### config.mk
export PLATFORM = sky130hd
export DESIGN_NAME = wt_dcache_flush_ctrl
export DESIGN_NICKNAME = d
export VERILOG_FILES = /design/src/rtl/wt_cache_pkg.sv /design/src/rtl/wt_dcache_flush_ctrl.sv
export SDC_FILE = /design/constraint.sdc
export NUM_CORES = 1
export LEC_CHECK = 0
export CAP_MARGIN = 20
export CORE_AREA = 2 2 53 55
export DETAILED_ROUTE_END_ITERATION = 10
export DIE_AREA = 0 0 55 57
export PLACE_DENSITY_LB_ADDON = 0.25
export SLEW_MARGIN = 20
export SYNTH_ARGS = -nofsm -noshare
export SYNTH_HDL_FRONTEND = slang
export SYNTH_SLANG_ARGS = --single-unit
### constraint.sdc
create_clock -name clk_i -period 3.64 [get_ports clk_i]
set_clock_uncertainty 0.2 [all_clocks]
set_input_delay 0.728 -clock clk_i [delete_from_list [all_inputs] [get_ports clk_i]]
set_output_delay 0.728 -clock clk_i [all_outputs]
set_load 0.02 [all_outputs]
### src/rtl/wt_cache_pkg.sv
// Shared types and default geometry for the write-through L1 data cache.
// Sequencer states for the dcache flush/init controller.
package wt_cache_pkg;

    localparam int unsigned DCACHE_NUM_WORDS = 256;
    localparam int unsigned DCACHE_SET_ASSOC = 8;

    typedef enum logic [2:0] {
        FLUSH_RESET = 3'd0,
        FLUSH_DRAIN = 3'd1,
        FLUSH_INVAL = 3'd2,
        FLUSH_ACK   = 3'd3,
        FLUSH_IDLE  = 3'd4
    } flush_state_e;

endpackage

### src/rtl/wt_dcache_flush_ctrl.sv
// Dcache management sequencer: owns cache enable, drains traffic and walks every
// set with full-way invalidations on init, flush request and cache disable.
module wt_dcache_flush_ctrl
    import wt_cache_pkg::*;
#(
    parameter  int unsigned NumSets  = DCACHE_NUM_WORDS,
    parameter  int unsigned NumWays  = DCACHE_SET_ASSOC,
    localparam int unsigned IdxWidth = $clog2(NumSets)
) (
    input  logic                clk_i,
    input  logic                rst_i,
    input  logic                enable_i,
    input  logic                flush_i,
    input  logic                busy_i,
    input  logic                wbuffer_empty_i,
    input  logic                inv_gnt_i,
    output logic                stall_o,
    output logic                inv_vld_o,
    output logic [IdxWidth-1:0] inv_idx_o,
    output logic [NumWays-1:0]  inv_we_o,
    output logic                cache_en_o,
    output logic                flush_ack_o,
    output logic                busy_o
);

    localparam logic [IdxWidth-1:0] LastIdx = IdxWidth'(NumSets - 1);

    flush_state_e        state_q, state_d;
    logic [IdxWidth-1:0] idx_q, idx_d;
    logic                flush_pend_q, flush_pend_d;
    logic                cache_en_q, cache_en_d;

    always_ff @(posedge clk_i or posedge rst_i) begin
        if (rst_i) begin
            state_q      <= FLUSH_RESET;
            idx_q        <= '0;
            flush_pend_q <= 1'b0;
            cache_en_q   <= 1'b0;
        end else begin
            state_q      <= state_d;
            idx_q        <= idx_d;
            flush_pend_q <= flush_pend_d;
            cache_en_q   <= cache_en_d;
        end
    end

    always_comb begin
        state_d      = state_q;
        idx_d        = idx_q;
        flush_pend_d = flush_pend_q;
        cache_en_d   = cache_en_q;
        case (state_q)
            // No traffic can exist straight out of reset, so init skips the drain.
            FLUSH_RESET: state_d = FLUSH_INVAL;
            FLUSH_IDLE: begin
                cache_en_d = enable_i;
                if (flush_i) begin
                    flush_pend_d = 1'b1;
                    state_d      = FLUSH_DRAIN;
                end else if (cache_en_q && !enable_i) begin
                    state_d = FLUSH_DRAIN;
                end
            end
            FLUSH_DRAIN: begin
                cache_en_d = 1'b0;
                if (!busy_i && wbuffer_empty_i) begin
                    state_d = FLUSH_INVAL;
                end
            end
            FLUSH_INVAL: begin
                if (inv_gnt_i) begin
                    // Power-of-two set count: the increment wraps to 0 after the last set.
                    idx_d = idx_q + IdxWidth'(1);
                    if (idx_q == LastIdx) begin
                        state_d = flush_pend_q ? FLUSH_ACK : FLUSH_IDLE;
                    end
                end
            end
            FLUSH_ACK: begin
                flush_pend_d = 1'b0;
                state_d      = FLUSH_IDLE;
            end
            default: state_d = FLUSH_RESET;
        endcase
    end

    assign inv_idx_o = idx_q;

    always_comb begin
        stall_o     = 1'b1;
        inv_vld_o   = 1'b0;
        inv_we_o    = '0;
        cache_en_o  = 1'b0;
        flush_ack_o = 1'b0;
        busy_o      = 1'b1;
        case (state_q)
            FLUSH_INVAL: begin
                inv_vld_o = 1'b1;
                inv_we_o  = '1;
            end
            FLUSH_ACK: flush_ack_o = 1'b1;
            FLUSH_IDLE: begin
                stall_o    = 1'b0;
                cache_en_o = cache_en_q;
                busy_o     = 1'b0;
            end
            default: ;
        endcase
    end

endmodule

=== Word-level counts from Yosys, hierarchy flattened ===
Cells that the tools add are included.
W data, S select, Z words.

* $add $sub $neg: 1
* Equality and inequality tests: 10
* Multiplexer cells: 15
* Reductions and logical operators: 10

{| class="wikitable"
|+ Operators by type and width
! kind !! number
|-
| $mux W3 || 6
|-
| $pmux W3 S5 || 1
|-
| $add A8 B1 Y8 const B || 1
|-
| $eq A8 B8 Y1 const B || 1
|-
| $mux W8 || 1
|-
| $ne A2 B2 Y1 const B || 4
|-
| $eq A3 B2 Y1 const B || 2
|-
| $mux W1 || 5
|-
| $pmux W1 S2 || 2
|-
| $reduce_and A2 Y1 || 2
|-
| $reduce_and A4 Y1 || 1
|-
| $reduce_bool A2 Y1 || 2
|-
| $eq A3 B1 Y1 const B || 1
|-
| $eq A3 B3 Y1 const B || 1
|-
| $logic_not A3 Y1 || 1
|-
| $ne A3 B3 Y1 const B || 1
|-
| $logic_and A1 B1 Y1 || 2
|-
| $logic_not A1 Y1 || 2
|}

* Register bits after elaboration: 13
* Input bits: 7

=== Depth between registers and ports, before layout ===
Gate-level depths: netlist of the first run.

* Depth in word-level cells: 5
* Mapped depth: 5

=== Least setup slack after synthesis of the first run ===
Ideal clock, no wire load.

* Kind: register -> output
* From: reg state_q[2]
* To: out inv_we_o[0]
* Arrival: 1.238 ns
* Path slack: 1.474 ns
* Stages on the path, launching flop included: 4
* Required time: 2.712 ns
* Path through: dfrtp_1 buf_2 nor3b_4 buf_4

* Longest elaborated chain between the ends: 2

{| class="wikitable"
|+ Ends and longest elaborated chain
! item !! RTL line !! source
|-
| from (decl) || wt_dcache_flush_ctrl.sv:28 || <nowiki>flush_state_e state_q, state_d;</nowiki>
|-
| from (signal assigned) || wt_dcache_flush_ctrl.sv:40 || <nowiki>state_q <= state_d;</nowiki>
|-
| $eq A3 B2 Y1 || wt_dcache_flush_ctrl.sv:96 || <nowiki>case (state_q)</nowiki>
|-
| $mux W8 || wt_dcache_flush_ctrl.sv:96 ||
|-
| to (decl) || wt_dcache_flush_ctrl.sv:20 || <nowiki>output logic [NumWays-1:0] inv_we_o,</nowiki>
|}

No other way between the ends.

=== Worst setup path in the final report of the first run ===
* From: reg state_q[2]
* To: out inv_we_o[6]

Same word-level chain as after synthesis.

==> flow_results.org, run 1 <==
** Pwr
- Clock network fraction of design power :: 0.099
- The worst-case IR drop observed on VDD is 0.4330 mV.
- Switch Pwr :: 380.4 uW
- The share of total power dissipated in sequential elements is 0.310.
- Final total power :: 886.4 uW
- Cell internal power was estimated by the tool at 506.0 uW.
- In this run the power density over the cells is 890.0 nW/um2.
- Of the total power, the share spent switching nets is 0.4292.
- Leakage power total :: 0.0004352 uW
- Of the total power, combinational logic draws 0.592.

** Synth
- Proportion of synthesized chip area in sequential cells :: 0.4437
- Nets in the synthesized netlist :: 84
- In this run, synthesis produced a sequential element count of 13.
- The Yosys step of the flow raised 0 warnings.
- The synthesized netlist occupies a cell area of 733.2 um2.
- Number of distinct standard cells referenced by the synthesized netlist :: 28
- Counting every instance in the synthesized netlist gives 76.
- Mean area per synthesized cell :: 9.647 um2

** Timing
- Static timing analysis puts the maximum clock frequency at 0.3474 GHz.
- Setup repair after global routing missed its margin :: no
- Across all setup checks in the final design, the least slack found is 761.2 ps.
- In the finished design, the share of the clock period the worst path needs comes to 0.7909.
- Final hold violation count :: 0
- Setup violations remaining at the end of the flow were counted as 0.
- Post-route minimum period :: 2879 ps
- Final TNS setup :: 0 ps
- At the pin with the least slew margin, the transition time is 503.3 ps.
- The number of max-slew violations in the final report is 0.
- Headroom to the max-slew limit came out at 0.6641.

** Placement
- Count of buffers from port buffering :: 27
- Prior to clock tree synthesis, the placed netlist has a worst setup slack of 1003 ps.
- The congestion estimate from routability-driven global placement came to 0.7615.
- Detail Placement HPWL :: 1109 um
- Including well taps, the total number of placed cells is 124.

** Clock network
- TritonCTS built the clock tree.
- The tree is rooted in a sky130_fd_sc_hd__clkbuf_4.
- Post-CTS repair changed the size of 0 cells.
- Counting the buffers created by CTS gives 3.
- Buffers inserted by post-CTS timing repair :: 0
- After clock tree synthesis, the clock-pin slew on the worst setup and hold paths is 80 ps.
- After clock tree synthesis, the flow added hold-fix buffers numbering 0.
- Clock tree sinks :: 13
- The clock passes through at most 2 buffers.
- CTS built an H-tree with a depth of 1.
- Clock latency on the worst-skew pair :: 270 ps

** Worst setup path
- Worst EP arrival :: 1950 ps
- Critical Path End Type :: output pin
- Kind of cell adding the most delay to the critical path :: buffers and inverters
- Worst-path maximum fanout :: 14
- Critical path data required time :: 2710 ps
- In this design, the stage delay of the slowest critical-path cell is 710 ps.
- STA classifies the critical path startpoint as a register.
- Critical path start-end classification :: register to output pin
- Traced cell by cell, the critical path runs through nor3b_4, clkdlybuf4s50_1.
- Cell with the largest stage delay on the worst path :: sky130_fd_sc_hd__clkdlybuf4s50_1
- Counting both buffers and inverters, the worst setup path holds a total of 1.

** GRT
- Total global-route track usage :: 0.1063
- Antenna violations before repair :: 0
- Pin count of the biggest net entering global routing :: 15
- The total overflow left after global routing is 0.
- The number of global-route vias before repair came to 564.
- First-pass GRT wire length :: 2442 um

** Hold path
- In this run the worst hold path is classified as register to register.

** Cells and area
- Final core utilization :: 0.3809
- Final non-filler cell total :: 128
- P&R area growth vs syn :: 35.84%
- Layout cell share with drive strength beyond 1 :: 0.07216
- Number of antenna repair diodes :: 0
- Fill cells in the final layout number 283.
- Fin nets :: 106

** Route
- Final ANT Viol Nets :: 0
- Summed over all layers, the routed wires come to 1465 um.
- Number of vias per cell after detailed routing :: 4.523
- Initial drt markers :: 2
- Drc violations :: 0
- Detailed-route via count :: 579
- The first detailed-routing pass ran for 3 iterations.
- Wire per inst :: 11.45 um

** Floorplanning
- The initial utilization of the core area, before any placement, comes to 0.2804.
- After floorplanning, the core was sized to cover 2615 um2.
- The die covers 3135 um2.
- Die width :: 55 um
- The die is 57 um tall.
- 28 I/O pins were placed.
- In this run the core area contains 19 standard-cell rows.

** Run
- Max-cap violations in this run came to 0.

** Run status
- Run status :: completed
==> layout make-up <==
type | instances | area, um2 | area share
Timing Repair Buffer | 27 | 270.3 | 0.2714
Multi-Input combinational cell | 47 | 312.8 | 0.3141
Clock buffer | 4 | 26.28 | 0.02638
Inverter | 6 | 22.52 | 0.02261
Sequential cell | 13 | 325.3 | 0.3266
Tap cell | 31 | 38.79 | 0.03894
==> path summary, 6_finish.rpt <==
path	startpoint	to	slack (ps)	cells after the start
hold / removal	inv_idx_o[7]$_DFFE_PP0P_	inv_idx_o[7]$_DFFE_PP0P_	320	1
setup reg to reg	state_q[2]$_DFFE_PP0P_	inv_idx_o[7]$_DFFE_PP0P_	1800	4
max in group asynchronous	rst_i	cache_en_q$_DFFE_PP0P_	2340	2
setup / recovery	state_q[2]$_DFFE_PP0P_	inv_we_o[6]	760	2
hold reg to reg	inv_idx_o[7]$_DFFE_PP0P_	inv_idx_o[7]$_DFFE_PP0P_	320	1
min in group asynchronous	rst_i	inv_idx_o[6]$_DFFE_PP0P_	570	2
==> per-stage QoR <==
step | area, um2 | hold WS, ps
after global placement | 969.7 | 309.6
after detailed placement | 969.7 | 304.9
after global routing | 996.0 | 344.1
after floorplan | 733.2 | 300.6
final | 996.0 | 315.6
after CTS | 996.0 | 323.6
==> power groups by stage <==
stage | sequential [uW] | clock (uW) | combinational (uW)
final | 274 | 87.5 | 525
after global routing | 287 | 99.0 | 566
after CTS | 274 | 91.0 | 533
after detailed placement | 276 | 0 | 532
after global placement | 275 | 0 | 525
after floorplan | 297 | 0 | 341
==> metal layers <==
| layer | wire length [um] | global-route usage |
|---|---|---|
| met4 | 27 | 0.05226 |
| met5 | 0 | 0 |
| met2 | 644 | 0.1514 |
| met1 | 708 | 0.1503 |
| met3 | 85 | 0.02356 |
==> cells in the final DEF (no fill, tap or decap), types with 2 or more instances in the layout <==
master | Yosys | layout
sky130_fd_sc_hd__xnor2_1 | 5 | 5
sky130_fd_sc_hd__inv_1 | 6 | 6
sky130_fd_sc_hd__o21ai_0 | 3 | 3
sky130_fd_sc_hd__nand4_1 | 2 | 2
sky130_fd_sc_hd__nor2_1 | 5 | 5
sky130_fd_sc_hd__xor2_1 | 2 | 2
sky130_fd_sc_hd__clkdlybuf4s50_1 | 0 | 27
sky130_fd_sc_hd__nor2b_1 | 2 | 2
sky130_fd_sc_hd__nand2_1 | 8 | 8
sky130_fd_sc_hd__clkbuf_4 | 0 | 3
sky130_fd_sc_hd__a21oi_1 | 4 | 4
sky130_fd_sc_hd__dfrtp_1 | 13 | 13
==> kinds of logic after synthesis <==
logic type	Yosys count	synth area share
and+or+nand+nor	26	0.2116
buffers and inverters	16	0.1297
DFF	13	0.4437
AOI/OAI and AO/OA	12	0.09899
xor gates and xnor gates	7	0.08362
muxes	1	0.01536
adders and majority gates	1	0.01706
==> Yosys cell counts, drive strengths merged <==
| cell | instances | share of area |
|---|---|---|
| buf | 10 | 0.099 |
| o22a | 1 | 0.012 |
| inv | 6 | 0.031 |
| nand3 | 1 | 0.0068 |
| and3 | 1 | 0.0085 |
| nand4 | 3 | 0.034 |
| nand3b | 1 | 0.010 |
| a21o | 1 | 0.010 |
| and2 | 1 | 0.0085 |
| nor2 | 5 | 0.026 |
| nand2 | 8 | 0.041 |
| dfrtp | 13 | 0.44 |
| ha | 1 | 0.017 |
| xor2 | 2 | 0.024 |
| a31oi | 1 | 0.0085 |
| nor3b | 2 | 0.036 |
| a21oi | 4 | 0.027 |
| nand2b | 1 | 0.0085 |
| o21ai | 3 | 0.020 |
| mux2 | 1 | 0.015 |
| nor2b | 2 | 0.017 |
| o22ai | 1 | 0.0085 |
| a2bb2oi | 1 | 0.012 |
| and4 | 1 | 0.015 |
| xnor2 | 5 | 0.060 |
==> registers in the layout, indices dropped and copies added (netlist names) <==
register	flops
inv_idx_o	8
state_q	3
cache_en_q	1
flush_pend_q	1
(Power assumes the default switching activity.)
==> inputs of run 2 (changes only) <==
==> constraint.sdc (replaced) <==
create_clock -name clk_i -period 2.85 [get_ports clk_i]
set_clock_uncertainty 0.2 [all_clocks]
set_input_delay 0.57 -clock clk_i [delete_from_list [all_inputs] [get_ports clk_i]]
set_output_delay 0.57 -clock clk_i [all_outputs]
set_load 0.02 [all_outputs]
==> flow_results.org, run 2 (synthesized netlist as in run 1, its figures left out) <==
** Cells and area
- Layout cell share with drive strength beyond 1 :: 0.09091 (was 0.07216)
- Fin nets :: 108 (was 106)
- The layout-stage area growth over the synthesis result was 37.88% (was 35.84%).
- The final-layout fill cell count is 289 (was 283).
- The flip-flop count of the largest register after layout was 8 (unchanged).
- Most common cell after layout, fill and taps aside :: sky130_fd_sc_hd__clkdlybuf4s50_1 (unchanged)
- The count of placed standard cells in the final layout, fillers left out came to 130 (was 128).
- Final core utilization :: 0.3866 (was 0.3809)
- Highest-count cells in the layout ignoring fill and taps: 27 x sky130_fd_sc_hd__clkdlybuf4s50_1, 13 x sky130_fd_sc_hd__dfrtp_1, 8 x sky130_fd_sc_hd__nand2_1, 6 x sky130_fd_sc_hd__inv_1 (unchanged).
- The number of antenna cells inserted is 0 (unchanged).

** Pwr
- Max VDD drop :: 0.5451 mV (was 0.4330 mV)
- Switch Pwr :: 491.2 uW (was 380.4 uW)
- The leakage power figure is 0.0004445 uW (was 0.0004352 uW).
- The relative contribution of sequential cells to total power is 0.300 (was 0.310).
- Clock network fraction of design power :: 0.100 (was 0.099)
- The power density over cell area came to 1148 nW/um2 (was 890.0 nW/um2).
- Internal power of the cells :: 668.9 uW (was 506.0 uW)
- The part of the total power dissipated in combinational logic was 0.601 (was 0.592).
- Switching power share of the total :: 0.4234 (was 0.4292)

** Clock network
- The number of hold buffers added after CTS came to 0 (unchanged).
- The H-tree depth is 1 (unchanged).
- The cell at the root of the clock tree is sky130_fd_sc_hd__clkbuf_4 (unchanged).
- Clock tree sinks :: 13 (unchanged)
- Buffers inserted by post-CTS timing repair :: 0 (unchanged)
- TritonCTS clock tree :: built (unchanged)
- The number of cells upsized or downsized after cts was 0 (unchanged).
- The clock latency at the later pin of the worst-skew pair is 280 ps (was 270 ps).
- Clock Path Buffers :: 2 (unchanged)
- Number of CTS-inserted buffers :: 3 (unchanged)
- Clock slew seen by the registers of the worst setup and hold paths :: 80 ps (about the same)

** Worst setup path
- Worst EP arrival :: 1920 ps (was 1950 ps)
- Sum of buffers and inverters on the critical path :: 2 (was 1)
- Kind of cell adding the most delay to the critical path :: buffers and inverters (unchanged)
- The critical path's largest stage delay came to 610 ps (was 710 ps).
- Cell with the largest stage delay on the worst path :: sky130_fd_sc_hd__clkdlybuf4s50_1 (unchanged)
- Ordered list of cells on the worst path: nor3b_1, inv_1, nor2_1, clkdlybuf4s50_1 (was nor3b_4, clkdlybuf4s50_1).
- The nature of the critical path startpoint was a register (unchanged).
- Critical path start-end classification :: register to output pin (unchanged)
- The required time at the worst-slack endpoint was 2080 ps (was 2710 ps).
- Worst-path maximum fanout :: 9 (was 14)
- The capturing element type of the critical path is an output pin (unchanged).

** Timing
- The normalized max-slew margin was 0.6693 (was 0.6641).
- Setup repair after global routing missed its margin :: no (unchanged)
- Worst setup margin :: 158.0 ps (was 761.2 ps)
- Final-report setup violation count :: 0 (unchanged)
- Fmax achieved :: 0.3715 GHz
- The total negative slack for setup checks came to 0 ps (unchanged).
- Fraction of the cycle the final worst path needs :: 0.9445
- The worst path needs 2692 ps of the cycle, external delays included.
- The hold violation total from the final report is 0 (unchanged).
- The minimum hold slack is 314.1 ps (was 315.6 ps).
- Slew Limit Fails :: 0 (unchanged)
- Slew at the pin with the worst max-slew slack :: 495.4 ps (was 503.3 ps)

** Route
- Final ANT Viol Nets :: 0 (unchanged)
- The residual DRC count is 0 (unchanged).
- Number of vias per cell after detailed routing :: 4.608 (was 4.523)
- The routed via count is 599 (was 579).
- The number of search-and-repair iterations in the first detailed-routing pass is 4 (was 3).
- The routed wire length per instance was 11.68 um (was 11.45 um).
- The DRC marker count from the first detailed-route iteration is 8 (was 2).
- The final wirelength was 1519 um (was 1465 um).

** Floorplanning
- I/O Pins :: 28 (unchanged)
- Die width :: 55 um (unchanged)
- The cell row count was 19 (unchanged).
- The overall die height was 57 um (unchanged).
- The core footprint was 2615 um2 (unchanged).
- The initial standard-cell utilization of the core was 0.2804 (unchanged).
- DIE AREA :: 3135 um2 (unchanged)

** GRT
- The initial antenna violation count is 0 (unchanged).
- GRT overflow :: 0 (unchanged)
- Pin count of the biggest net entering global routing :: 14 (was 15)
- The global-route wire length before repair came to 2525 um (was 2442 um).
- Number of global-route vias before repair :: 585 (was 564)
- Total global-route track usage :: 0.1111 (was 0.1063)

** Placement
- The number of I/O port buffers was 27 (unchanged).
- Setup Slack @ Placement :: 461.8 ps (was 1003 ps)
- The sum of net half-perimeters after detailed placement is 1141 um (was 1109 um).
- Post-Place Cells :: 126 (was 124)
- The weighted congestion reported at the end of routability-driven placement was 0.7194 (was 0.7615).

** Hold path
- Hold Crit Class :: register to register (unchanged)

** Run status
- Run status :: completed (unchanged)

** Run
- Max Cap Violations :: 0 (unchanged)
-- run 2: cell count changes in the layout (fill, tap and decap cells not counted) --
| cell | change |
|---|---|
| sky130_fd_sc_hd__buf_4 | +2 |
-- run 2: final cells by class --
| type | count | area (um2) | share of cell area |
|---|---|---|---|
| clock buffer | 4 | 26.28 | 0.02599 |
| tap | 31 | 38.79 | 0.03837 |
| timing repair buffer | 29 | 285.3 | 0.2822 |
| sequential | 13 | 325.3 | 0.3218 |
| inverter | 6 | 22.52 | 0.02228 |
| multi-input combinational | 47 | 312.8 | 0.3094 |
-- run 2: stage by stage --
step	area, um2	total power (uW)
after floorplan	733.2	814.0
after global placement	984.7	1049
after detailed placement	984.7	1054
after CTS	1011	1175
after global routing	1011	1249
final	1011	1160
-- run 2: layer usage --
layer | GRT usage | up-vias | wire (um) | part of all wire
met4 | 0.07317 | 0 | 42 | 0.028
met5 | 0 | - | 0 | 0
li1 | - | 293 | - | -
met3 | 0.01571 | 5 | 84 | 0.055
met2 | 0.1667 | 20 | 674 | 0.44
met1 | 0.1457 | 281 | 718 | 0.47
-- run 2: final timing paths --
path	start	depth (start not counted)	end	slack [ps]
hold reg to reg	inv_idx_o[7]$_DFFE_PP0P_	1	inv_idx_o[7]$_DFFE_PP0P_	310
hold / removal	inv_idx_o[7]$_DFFE_PP0P_	1	inv_idx_o[7]$_DFFE_PP0P_	310
max in group asynchronous	rst_i	2	inv_idx_o[1]$_DFFE_PP0P_	1710
setup / recovery	state_q[2]$_DFFE_PP0P_	4	cache_en_o	160
setup reg to reg	state_q[2]$_DFFE_PP0P_	5	inv_idx_o[7]$_DFFE_PP0P_	1160
min in group asynchronous	rst_i	2	inv_idx_o[5]$_DFFE_PP0P_	400
-- run 2: power by group through the flow --
stage | clock [uW] | sequential [uW] | combinational, uW
after floorplan | 0 | 379 | 435
after global placement | 0 | 350 | 700
after detailed placement | 0 | 350 | 704
after CTS | 120 | 348 | 707
after global routing | 128 | 361 | 760
final | 115 | 348 | 697
